`src/rtl/gbas.sv`:
```
// gbas: APB-attached GPIO register block.
//
// Registers, all 8 bits wide and driven straight onto the pins:
//   0x00 oe (RW), 0x01 pu (RW), 0x02 pd (RW), 0x03 a (RW), 0x04 y (RO).
//   Every other address is unmapped. Writes to these addresses are ignored,
//   and reads of them return 0x00.
//
// APB handshake: a transfer is accepted on a rising edge with pselx=1,
// penable=1 and pready=0. pready is then high for exactly one cycle. While
// select is held, the transfer therefore repeats every second cycle.
// prdata is loaded only on accept edges. On a read it takes the addressed
// value. On a write it takes the post-write value of the target.
//
// Ports:
//   pclk    - single clock, all state on its rising edge
//   preset  - synchronous active-high reset
//   paddr   - register address (fully decoded)
//   pwrite  - 1 = write, 0 = read
//   pselx   - slave select
//   penable - APB access phase
//   pwdata  - write data
//   prdata  - registered read data
//   pready  - registered one-cycle transfer-complete pulse
//   y       - GPIO pad input levels
//   oe, pu, pd, a - output-enable, pull-up, pull-down, output-value registers
//
// Build option: define GBAS_Y_SYNC_EN to pass y through a two-flop
// synchronizer (cleared by reset) before it becomes readable at 0x04.
// Without it, a read of 0x04 returns y as sampled at the accept edge.
//
// Bit mapping is defined for DATA_WIDTH = 8.

module gbas #(
    parameter int unsigned DATA_WIDTH = 8,
    parameter int unsigned ADDR_WIDTH = 8
) (
    input  logic                  pclk,
    input  logic                  preset,
    input  logic [ADDR_WIDTH-1:0] paddr,
    input  logic                  pwrite,
    input  logic                  pselx,
    input  logic                  penable,
    input  logic [DATA_WIDTH-1:0] pwdata,
    output logic [DATA_WIDTH-1:0] prdata,
    output logic                  pready,
    input  logic [7:0]            y,
    output logic [7:0]            oe,
    output logic [7:0]            pu,
    output logic [7:0]            pd,
    output logic [7:0]            a
);

    localparam logic [ADDR_WIDTH-1:0] ADDR_OE = ADDR_WIDTH'(0);
    localparam logic [ADDR_WIDTH-1:0] ADDR_PU = ADDR_WIDTH'(1);
    localparam logic [ADDR_WIDTH-1:0] ADDR_PD = ADDR_WIDTH'(2);
    localparam logic [ADDR_WIDTH-1:0] ADDR_A  = ADDR_WIDTH'(3);
    localparam logic [ADDR_WIDTH-1:0] ADDR_Y  = ADDR_WIDTH'(4);

    logic [7:0]            oe_q;
    logic [7:0]            pu_q;
    logic [7:0]            pd_q;
    logic [7:0]            a_q;
    logic [DATA_WIDTH-1:0] prdata_q;
    logic                  pready_q;

    logic       accept;
    logic [7:0] wbyte;
    logic [7:0] y_rd;
    logic [7:0] rd_byte;

    // Gating on pready_q keeps a held select from completing on
    // consecutive edges.
    assign accept = pselx & penable & ~pready_q;
    assign wbyte  = 8'(pwdata);

`ifdef GBAS_Y_SYNC_EN
    logic [7:0] y_meta_q;
    logic [7:0] y_sync_q;

    always_ff @(posedge pclk) begin
        if (preset) begin
            y_meta_q <= 8'h00;
            y_sync_q <= 8'h00;
        end else begin
            y_meta_q <= y;
            y_sync_q <= y_meta_q;
        end
    end

    assign y_rd = y_sync_q;
`else
    assign y_rd = y;
`endif

    // Value loaded into prdata on an accept edge. For a write this is the
    // post-write content of the target, so it equals pwdata for the RW
    // registers and is zero for the read-only and unmapped addresses.
    always_comb begin
        rd_byte = 8'h00;
        case (paddr)
            ADDR_OE: rd_byte = pwrite ? wbyte : oe_q;
            ADDR_PU: rd_byte = pwrite ? wbyte : pu_q;
            ADDR_PD: rd_byte = pwrite ? wbyte : pd_q;
            ADDR_A:  rd_byte = pwrite ? wbyte : a_q;
            ADDR_Y:  rd_byte = pwrite ? 8'h00 : y_rd;
            default: rd_byte = 8'h00;
        endcase
    end

    always_ff @(posedge pclk) begin
        if (preset) begin
            oe_q     <= 8'h00;
            pu_q     <= 8'h00;
            pd_q     <= 8'h00;
            a_q      <= 8'h00;
            prdata_q <= '0;
            pready_q <= 1'b0;
        end else begin
            // accept is already low whenever pready_q is high, so this both
            // raises the pulse and unconditionally ends it.
            pready_q <= accept;
            if (accept) begin
                prdata_q <= DATA_WIDTH'(rd_byte);
                if (pwrite) begin
                    case (paddr)
                        ADDR_OE: oe_q <= wbyte;
                        ADDR_PU: pu_q <= wbyte;
                        ADDR_PD: pd_q <= wbyte;
                        ADDR_A:  a_q  <= wbyte;
                        default: ;
                    endcase
                end
            end
        end
    end

    assign oe     = oe_q;
    assign pu     = pu_q;
    assign pd     = pd_q;
    assign a      = a_q;
    assign prdata = prdata_q;
    assign pready = pready_q;

endmodule

```
`config.mk`:
```
export PLATFORM = sky130hd
export DESIGN_NAME = gbas
export DESIGN_NICKNAME = d
export VERILOG_FILES = /design/src/rtl/gbas.sv
export SDC_FILE = /design/constraint.sdc
export NUM_CORES = 1
export LEC_CHECK = 0
export BUFFER_PORTS_ARGS = -buffer_cell sky130_fd_sc_hd__clkbuf_2
export CAP_MARGIN = 20
export CORE_ASPECT_RATIO = 0.8
export CORE_MARGIN = 3
export CORE_UTILIZATION = 53
export DETAILED_ROUTE_END_ITERATION = 7
export PLACE_DENSITY = 0.84
export SLEW_MARGIN = 20
export SYNTH_ARGS = -nofsm -noshare
export SYNTH_HDL_FRONTEND = slang
export SYNTH_SLANG_ARGS = --single-unit
```
`constraint.sdc`:
```
create_clock -name pclk -period 4.05 [get_ports pclk]
set_input_delay 0 -clock pclk [delete_from_list [all_inputs] [get_ports pclk]]
set_output_delay 0 -clock pclk [all_outputs]
set_load 0.05 [all_outputs]
```
==> impl_metrics.toml, run 1 <==
[worst_setup_path]
cp-start-kind = "flop"
end_kind = "flop"
worstPathMaxFanout = 4
critical_path_required_ns = 4.29
arrival_ns = 1.77
critPathKind = "reg -> reg"
reg2reg_slack_ns = 2.52

[synth]
synth_seq_area_share = 0.414
syn_avg_cell_area_um2 = 11.2
synth_compound_area_frac = 0.0543
synth_nets = 206
synth_cell_types = 28
synth_top_family_by_area = "multiplexers"
yosysWarnings = 0
synthCells = 177
synthSimpleGateAreaFrac = 0.216
synth_xor_area_frac = 0
ys_seq_elements = 41
synth_fa_ha_area_frac = 0
netlist_area_um2 = 1980
synthMuxAreaShare = 0.288

[placement]
place_congestion = 0.747
hpwl_um = 3220
io_buffers = 69
placed_area_um2 = 2330

[clock_network]
cts_inserted_buffers = 5
htree_num_levels = 2
path_clk_slew_ns = 0.08
root_buffer = "clkbuf_8"
cts_hold_buf = 9
cts_resized = 0
clock_tree.buffer_depth = 2
clock-sinks = 41
clock_latency_ns = 0.29
cts_tree = "yes"
post_cts_buffers = 0

[die]
die_h_um = 60.7
initial_core_util = 0.563
ios = 70
rows = 19
die-area_um2 = 4510
die_width_um = 74.4
core_um2 = 3520

[global_routing]
grtUsageMet3 = 0.0447
antenna_found_initial = 0
overflow = 0
grt_pass1_vias = 1486
gr-usage-met2 = 0.334
grt_use_total = 0.213
grt_pass1_wl_um = 7040
grt_max_degree = 43
grt_busiest_layer = "met2"
grtUsageMet1 = 0.282

[timing]
setup_viol = 0
skew_ns = 0.00938
period_minus_slack_ns = 1.53
rsz0062_at_grt = "no"
relSlewSlack = 0.581
worst_pin_slew_ns = 0.628
fmax_mhz = 654
final_hold_viol_count = 0
tns_ns = 0
fin_crit_sh = 0.377
slew_violations = 0

[cells_and_area]
diodes = 0
area_growth_pct = 26.2
nets = 280
final_cell_mix = "clkbuf_2 (69), dfxtp_1 (41), nand2b_1 (40), mux2i_1 (39), dlygate4sd3_1 (9)"
drive_gt1_frac = 0.361
final_common_cell = "clkbuf_2"
stdcell_area_um2 = 2500

[drt]
drtIter0Drc = 107
firstDrtPassIters = 4
drc = 0
ant_nets = 0
avgViaCountPerCell = 5.46
num_vias = 1606
routed_wl_um = 4570
wl_per_cell_um = 15.5

[job]
maxCapViolations = 0

[power_and_ir_drop]
p_leak_nw = 1.21
irDropWorstVdd_v = 0.000180
power_per_cell_area_nw_per_um2 = 290

[min_path]
hold_class = "in -> reg"

[outcome]
status = "completed"
[logic make-up (layout without fill, tap and decap cells)]
kind of cell           count (synthesis)  count (layout)
and+or+nand+nor                       60              60
AOI/OAI and AO/OA                     17              17
muxes                                 47              47
DFF                                   41              41
buffers and inverters                 12              87
[cell usage after synthesis]
master	count	area (um^2)
a21oi_1	1	5.00
a22oi_1	7	52.6
a32o_1	1	10.0
and3_1	1	6.26
and3_2	1	7.51
and3b_1	1	8.76
and4bb_2	1	12.5
buf_1	1	3.75
buf_2	2	10.0
buf_6	1	11.3
clkbuf_1	7	26.3
dfxtp_1	41	821
inv_1	1	3.75
mux2i_1	39	390
mux4_2	8	180
nand2_1	3	11.3
nand2b_1	40	250
nand3_2	1	10.0
nand3b_1	1	7.51
nand4_4	2	42.5
nor2_1	3	11.3
nor2b_1	1	6.26
nor3_4	1	16.3
nor3b_1	1	7.51
nor4b_1	1	8.76
nor4bb_1	1	10.0
o21ai_0	8	40.0
or4_4	1	11.3
[final cells by class]
| type | instances | area, um^2 |
|---|---|---|
| well taps | 42 | 52.6 |
| fillers | 267 | 1020 |
| repair buffers | 78 | 435 |
| flip-flops and latches | 41 | 821 |
| clock buffers | 6 | 72.6 |
| clock inverters | 2 | 10.0 |
| multi-input cells | 124 | 1110 |
| inverters | 1 | 3.75 |
[final timing paths]
path	start	end	cells past startpoint
worst max register to register	pready$_SDFF_PP0_	pready$_SDFF_PP0_	2
worst min-delay path	pwdata[1]	prdata[1]$_SDFFE_PP0P_	3
worst max-delay path	pready$_SDFF_PP0_	pready$_SDFF_PP0_	2
worst min register to register	prdata[6]$_SDFFE_PP0P_	prdata[6]$_SDFFE_PP0P_	1
[state kept, by name, indices dropped and copies added, names as in the netlist]
register  count
a             8
oe            8
pu            8
pready        1
prdata        8
pd            8
[critical path, stage by stage (launching register included)]
cell,delay (ns)
dfxtp_1,0.32
nor4bb_1,0.51
dlygate4sd3_1,0.64
[per-layer routing]
metal	wire (um)	up-vias
met3	261	5
met4	65	0
met5	0	-
met1	2190	761
li1	-	782
met2	2050	58
[through the flow]
step | total power [mW] | worst slack, ns | hold slack (ns) | utilization | std cells
3_5_place_dp | 0.474 | 2.39 | 0.233 | 0.662 | 277
3_3_place_gp | 0.473 | 2.44 | 0.232 | 0.662 | 277
5_1_grt | 0.753 | 2.42 | 0.0205 | 0.711 | 294
6_report | 0.725 | 2.52 | 0.0191 | 0.711 | 294
4_1_cts | 0.733 | 2.57 | 0.0100 | 0.711 | 294
2_1_floorplan | 0.450 | 2.40 | 0.106 | - | 177
[power by group]
part / switching, mW / internal, mW / total (mW)
combinational: 0.0359 / 0.0319 / 0.0677
sequential: 0.000371 / 0.403 / 0.404
clock: 0.134 / 0.119 / 0.254
Note: power is estimated with default switching activity, not from simulation.
==> run 2: changes to the inputs <==
--- a/config.mk
+++ b/config.mk
@@ -9,9 +9,9 @@
 export CAP_MARGIN = 20
 export CORE_ASPECT_RATIO = 0.8
 export CORE_MARGIN = 3
-export CORE_UTILIZATION = 53
+export CORE_UTILIZATION = 49
 export DETAILED_ROUTE_END_ITERATION = 7
-export PLACE_DENSITY = 0.84
+export PLACE_DENSITY = 0.79
 export SLEW_MARGIN = 20
 export SYNTH_ARGS = -nofsm -noshare
 export SYNTH_HDL_FRONTEND = slang
==> constraint.sdc (replaced) <==
create_clock -name pclk -period 1.5 [get_ports pclk]
set_input_delay 0 -clock pclk [delete_from_list [all_inputs] [get_ports pclk]]
set_output_delay 0 -clock pclk [all_outputs]
set_load 0.05 [all_outputs]
==> impl_metrics.toml, run 2 (same netlist as run 1, synthesis figures left out) <==
[outcome]
status = "completed"

[global_routing]
antenna_found_initial = 0
grt_use_total = 0.205
grt_max_degree = 41
grt_pass1_wl_um = 7800
grt_pass1_vias = 1640
overflow = 0

[power_and_ir_drop]
p_leak_nw = 1.25
power_per_cell_area_nw_per_um2 = 757
irDropWorstVdd_v = 0.000554

[placement]
pre_cts_ws_ns = -0.00654
place_congestion = 0.728
hpwl_um = 3420
io_buffers = 69

[min_path]
hold_path_depth = 3
hold_path.startpoint = "pwdata[1]"
hold_path_end = "prdata[1]$_SDFFE_PP0P_"
hold_class = "in -> reg"

[drt]
ant_nets = 0
num_vias = 1620
drc = 0
avgViaCountPerCell = 5.16
routed_wl_um = 4800
drtIter0Drc = 61
firstDrtPassIters = 4
wl_per_cell_um = 15.3

[worst_setup_path]
arrival_ns = 1.51
path_buf_inv = 0
path_cells = "and3b_1 -> nor2_1 -> a22oi_1 -> o21ai_0"
r2r-start = "pready$_SDFF_PP0_"
critical_path_required_ns = 1.72
path_delay_family = "simple AND/OR/NAND/NOR gates"
critPathKind = "reg -> reg"
reg2reg_slack_ns = 0.22
cp-start-kind = "flop"
rr_endpoint = "prdata[2]$_SDFFE_PP0P_"
critPathMaxStageDelay_ns = 0.39
ff2ff_path_depth = 4
end_kind = "flop"
worstPathMaxFanout = 8
crit_slowest_cell = "nor2_1"

[clock_network]
clock_latency_ns = 0.29
htree_num_levels = 2
clock-sinks = 41
cts_inserted_buffers = 5
root_buffer = "clkbuf_8"
cts_resized = 0
path_clk_slew_ns = 0.07
clock_tree.buffer_depth = 2
cts_tree = "yes"

[die]
core_um2 = 3850
die_h_um = 62.9
die_width_um = 77.1
rows = 20
ios = 70
initial_core_util = 0.514
die-area_um2 = 4850

[cells_and_area]
multiInputGateArea_um2 = 1110
nets = 287
regArea_um2 = 822
fillerInstances = 314
final_cell_mix = "clkbuf_2 (69), nand2b_1 (40), dfxtp_1 (40), mux2i_1 (39)"
area_growth_pct = 30.9
final_common_cell = "clkbuf_2"
drive_gt1_frac = 0.386
diodes = 0

[timing]
fin_crit_sh = 0.856
skew_ns = 0.00437
worst_pin_slew_ns = 0.482
final_hold_viol_count = 0
hold_slack_ns = 0.0187
fmax_mhz = 778
setup_viol = 0
period_minus_slack_ns = 1.28
slew_violations = 0
layout_setup_ws_ns = 0.215
relSlewSlack = 0.677
rsz0062_at_grt = "no"

[job]
maxCapViolations = 0
## run 2: cell types whose count changed in the layout (fill, tap and decap cells not counted)
| cell | delta |
|---|---|
| buf_12 | +2 |
| buf_4 | +7 |
| clkbuf_1 | +2 |
| clkinv_2 | -2 |
| dfxtp_1 | -1 |
| dfxtp_2 | +1 |
| dlygate4sd3_1 | -2 |
| nor4bb_1 | -1 |
| nor4bb_2 | +1 |
## run 2: area by class of cell
class	count	area share
Multi-Input combinational cell	124	0.429
Inverter	1	0.00145
Timing Repair Buffer	85	0.196
Sequential cell	41	0.317
Clock buffer	8	0.0309
Tap cell	55	0.0265
## run 2: report_power, final
part | total, mW | leakage [nW] | switching [mW] | internal [mW]
clock | 0.681 | 0.0395 | 0.351 | 0.330
combinational | 0.194 | 0.876 | 0.100 | 0.0936
sequential | 1.09 | 0.331 | 0.00123 | 1.09
total | 1.97 | 1.25 | 0.452 | 1.51
## run 2: layer usage
| metal | wire length (um) | up-vias | GRT usage |
|---|---|---|---|
| met5 | 0 | - | 0 |
| met4 | 81 | 0 | 0.0911 |
| met3 | 323 | 9 | 0.0533 |
| met2 | 2090 | 59 | 0.313 |
| met1 | 2300 | 755 | 0.273 |
| li1 | - | 797 | - |
## run 2: repair_timing
item | CTS | global route
setup buffers | 0 | 0
hold endpoints to repair | 7 | 0
hold buffers | 7 | 0
## run 2: worst max path at each step
stage	startpoint	endpoint	slack, ns	depth (start not counted)
2_1_floorplan	a[6]$_SDFFE_PP0P_	prdata[6]$_SDFFE_PP0P_	0.03	4
3_5_place_dp	paddr[3]	pu[1]$_SDFFE_PP0P_	-0.007	6
6_report	pready$_SDFF_PP0_	prdata[2]$_SDFFE_PP0P_	0.22	4
5_1_grt	pready$_SDFF_PP0_	prdata[5]$_SDFFE_PP0P_	0.09	4
3_3_place_gp	paddr[3]	pu[1]$_SDFFE_PP0P_	0.02	6
4_1_cts	pready$_SDFF_PP0_	oe[1]$_SDFFE_PP0P_	0.21	4
## run 2: per-stage QoR
step	instance area [um^2]	util	setup TNS (ns)	total power, mW	cells
2_1_floorplan	1990	-	0	1.22	177
3_3_place_gp	2440	0.634	0	1.29	299
3_5_place_dp	2440	0.634	-0.0111	1.29	299
4_1_cts	2590	0.673	0	1.99	314
5_1_grt	2590	0.673	0	2.05	314
6_report	2590	0.673	0	1.97	314
## run 2: tightest hold or removal path, stage by stage
cell	delay, ns
clkbuf_2	0.09
mux2i_1	0.06
o21ai_0	0.12
==> run 3: changes to the inputs <==
--- a/config.mk
+++ b/config.mk
@@ -10,6 +10,7 @@
 export CORE_ASPECT_RATIO = 0.8
 export CORE_MARGIN = 3
 export CORE_UTILIZATION = 49
+export CTS_CLUSTER_DIAMETER = 100
 export DETAILED_ROUTE_END_ITERATION = 7
 export PLACE_DENSITY = 0.79
 export SLEW_MARGIN = 20
==> constraint.sdc (replaced) <==
create_clock -name pclk -period 1.5 [get_ports pclk]
set_input_delay 0.15 -clock pclk [delete_from_list [all_inputs] [get_ports pclk]]
set_output_delay 0.15 -clock pclk [all_outputs]
set_load 0.05 [all_outputs]
==> impl_metrics.toml, run 3 (same netlist as run 1, synthesis figures left out) <==
[clock_network]
cts_tree = "yes"
htree_num_levels = 2
clock-sinks = 41
cts_hold_buf = 0
path_clk_slew_ns = 0.07
clock_latency_ns = 0.29
root_buffer = "clkbuf_8"
cts_resized = 0
cts_inserted_buffers = 5
clock_tree.buffer_depth = 2
post_cts_buffers = 0

[timing]
fin_crit_sh = 0.935
period_minus_slack_ns = 1.40
relSlewSlack = 0.679
tns_ns = 0
layout_setup_ws_ns = 0.0976
slew_violations = 0
rsz0062_at_grt = "no"
fmax_mhz = 713
skew_ns = 0.00772
final_hold_viol_count = 0
setup_viol = 0
worst_pin_slew_ns = 0.480

[worst_setup_path]
crit_slowest_cell = "or4_4"
critPathKind = "in -> reg"
critical_path_required_ns = 1.70
path_buf_inv = 2
cp-start-kind = "primary input"
critPathMaxStageDelay_ns = 0.55
arrival_ns = 1.61
path_cells = "clkbuf_2 -> or4_4 -> nor3_4 -> buf_4 -> nand4_4 -> mux2i_1"
end_kind = "flop"
worstPathMaxFanout = 8
path_delay_family = "simple AND/OR/NAND/NOR gates"

[die]
ios = 70
die-area_um2 = 4850
die_width_um = 77.1
core_um2 = 3850
initial_core_util = 0.514
die_h_um = 62.9
rows = 20

[power_and_ir_drop]
irDropWorstVdd_v = 0.000547
total_power_mw = 2.03
p_leak_nw = 1.24
power_per_cell_area_nw_per_um2 = 789

[global_routing]
grt_pass1_wl_um = 7760
antenna_found_initial = 0
overflow = 0
grt_pass1_vias = 1603
grt_use_total = 0.205
grt_max_degree = 41

[cells_and_area]
drive_gt1_frac = 0.413
final_cell_mix = "clkbuf_2 (69), nand2b_1 (40), dfxtp_1 (40), mux2i_1 (39)"
area_growth_pct = 29.6
nets = 282
diodes = 0
final_common_cell = "clkbuf_2"

[placement]
io_buffers = 69
pre_cts_ws_ns = -0.176
place_congestion = 0.774
hpwl_um = 3600

[drt]
drc = 0
wl_per_cell_um = 15.6
firstDrtPassIters = 4
drtIter0Drc = 87
num_vias = 1608
ant_nets = 0
avgViaCountPerCell = 5.20
routed_wl_um = 4810

[job]
maxCapViolations = 0

[min_path]
hold_class = "in -> reg"

[outcome]
status = "completed"
==> run 3: per-layer routing <==
metal,global-route usage,up-vias,wire [um]
met3,0.0720,6,360
met5,0,-,0
met2,0.326,65,2180
met4,0.0467,0,55
met1,0.268,755,2210
li1,-,782,-
==> run 3: report_power, final <==
group | internal (mW) | switching (mW)
registers | 1.09 | 0.00127
logic | 0.0874 | 0.0992
clock network | 0.373 | 0.376
total | 1.55 | 0.477
==> run 3: path summary, 6_finish.rpt <==
check,startpoint,to,slack [ns],cells after the start
hold / removal,y[1],prdata[1]$_SDFFE_PP0P_,0.09,3
setup reg to reg,pready$_SDFF_PP0_,pu[5]$_SDFFE_PP0P_,0.18,4
setup / recovery,paddr[3],pu[5]$_SDFFE_PP0P_,0.1,6
hold reg to reg,prdata[6]$_SDFFE_PP0P_,prdata[6]$_SDFFE_PP0P_,0.48,1
==> run 3: stage by stage <==
stage	instances	hold WS (ns)	instance area, um^2	utilization
2_1_floorplan	177	0.231	1990	-
3_3_place_gp	301	0.385	2470	0.642
3_5_place_dp	301	0.382	2470	0.642
4_1_cts	309	0.0861	2570	0.667
5_1_grt	309	0.0804	2570	0.667
6_report	309	0.0945	2570	0.667
==> run 3: final cells by class <==
class | count | area [um^2]
Tap cell | 55 | 68.8
Sequential cell | 41 | 822
Timing Repair Buffer | 80 | 465
Clock inverter | 2 | 13.8
Inverter | 1 | 3.75
Fill cell | 333 | 1280
Clock buffer | 6 | 82.6
Multi-Input combinational cell | 124 | 1110
==> run 3: tightest hold or removal path: stages <==
cell and delay (ns):
clkbuf_2 0.08, a22oi_1 0.06, o21ai_0 0.06
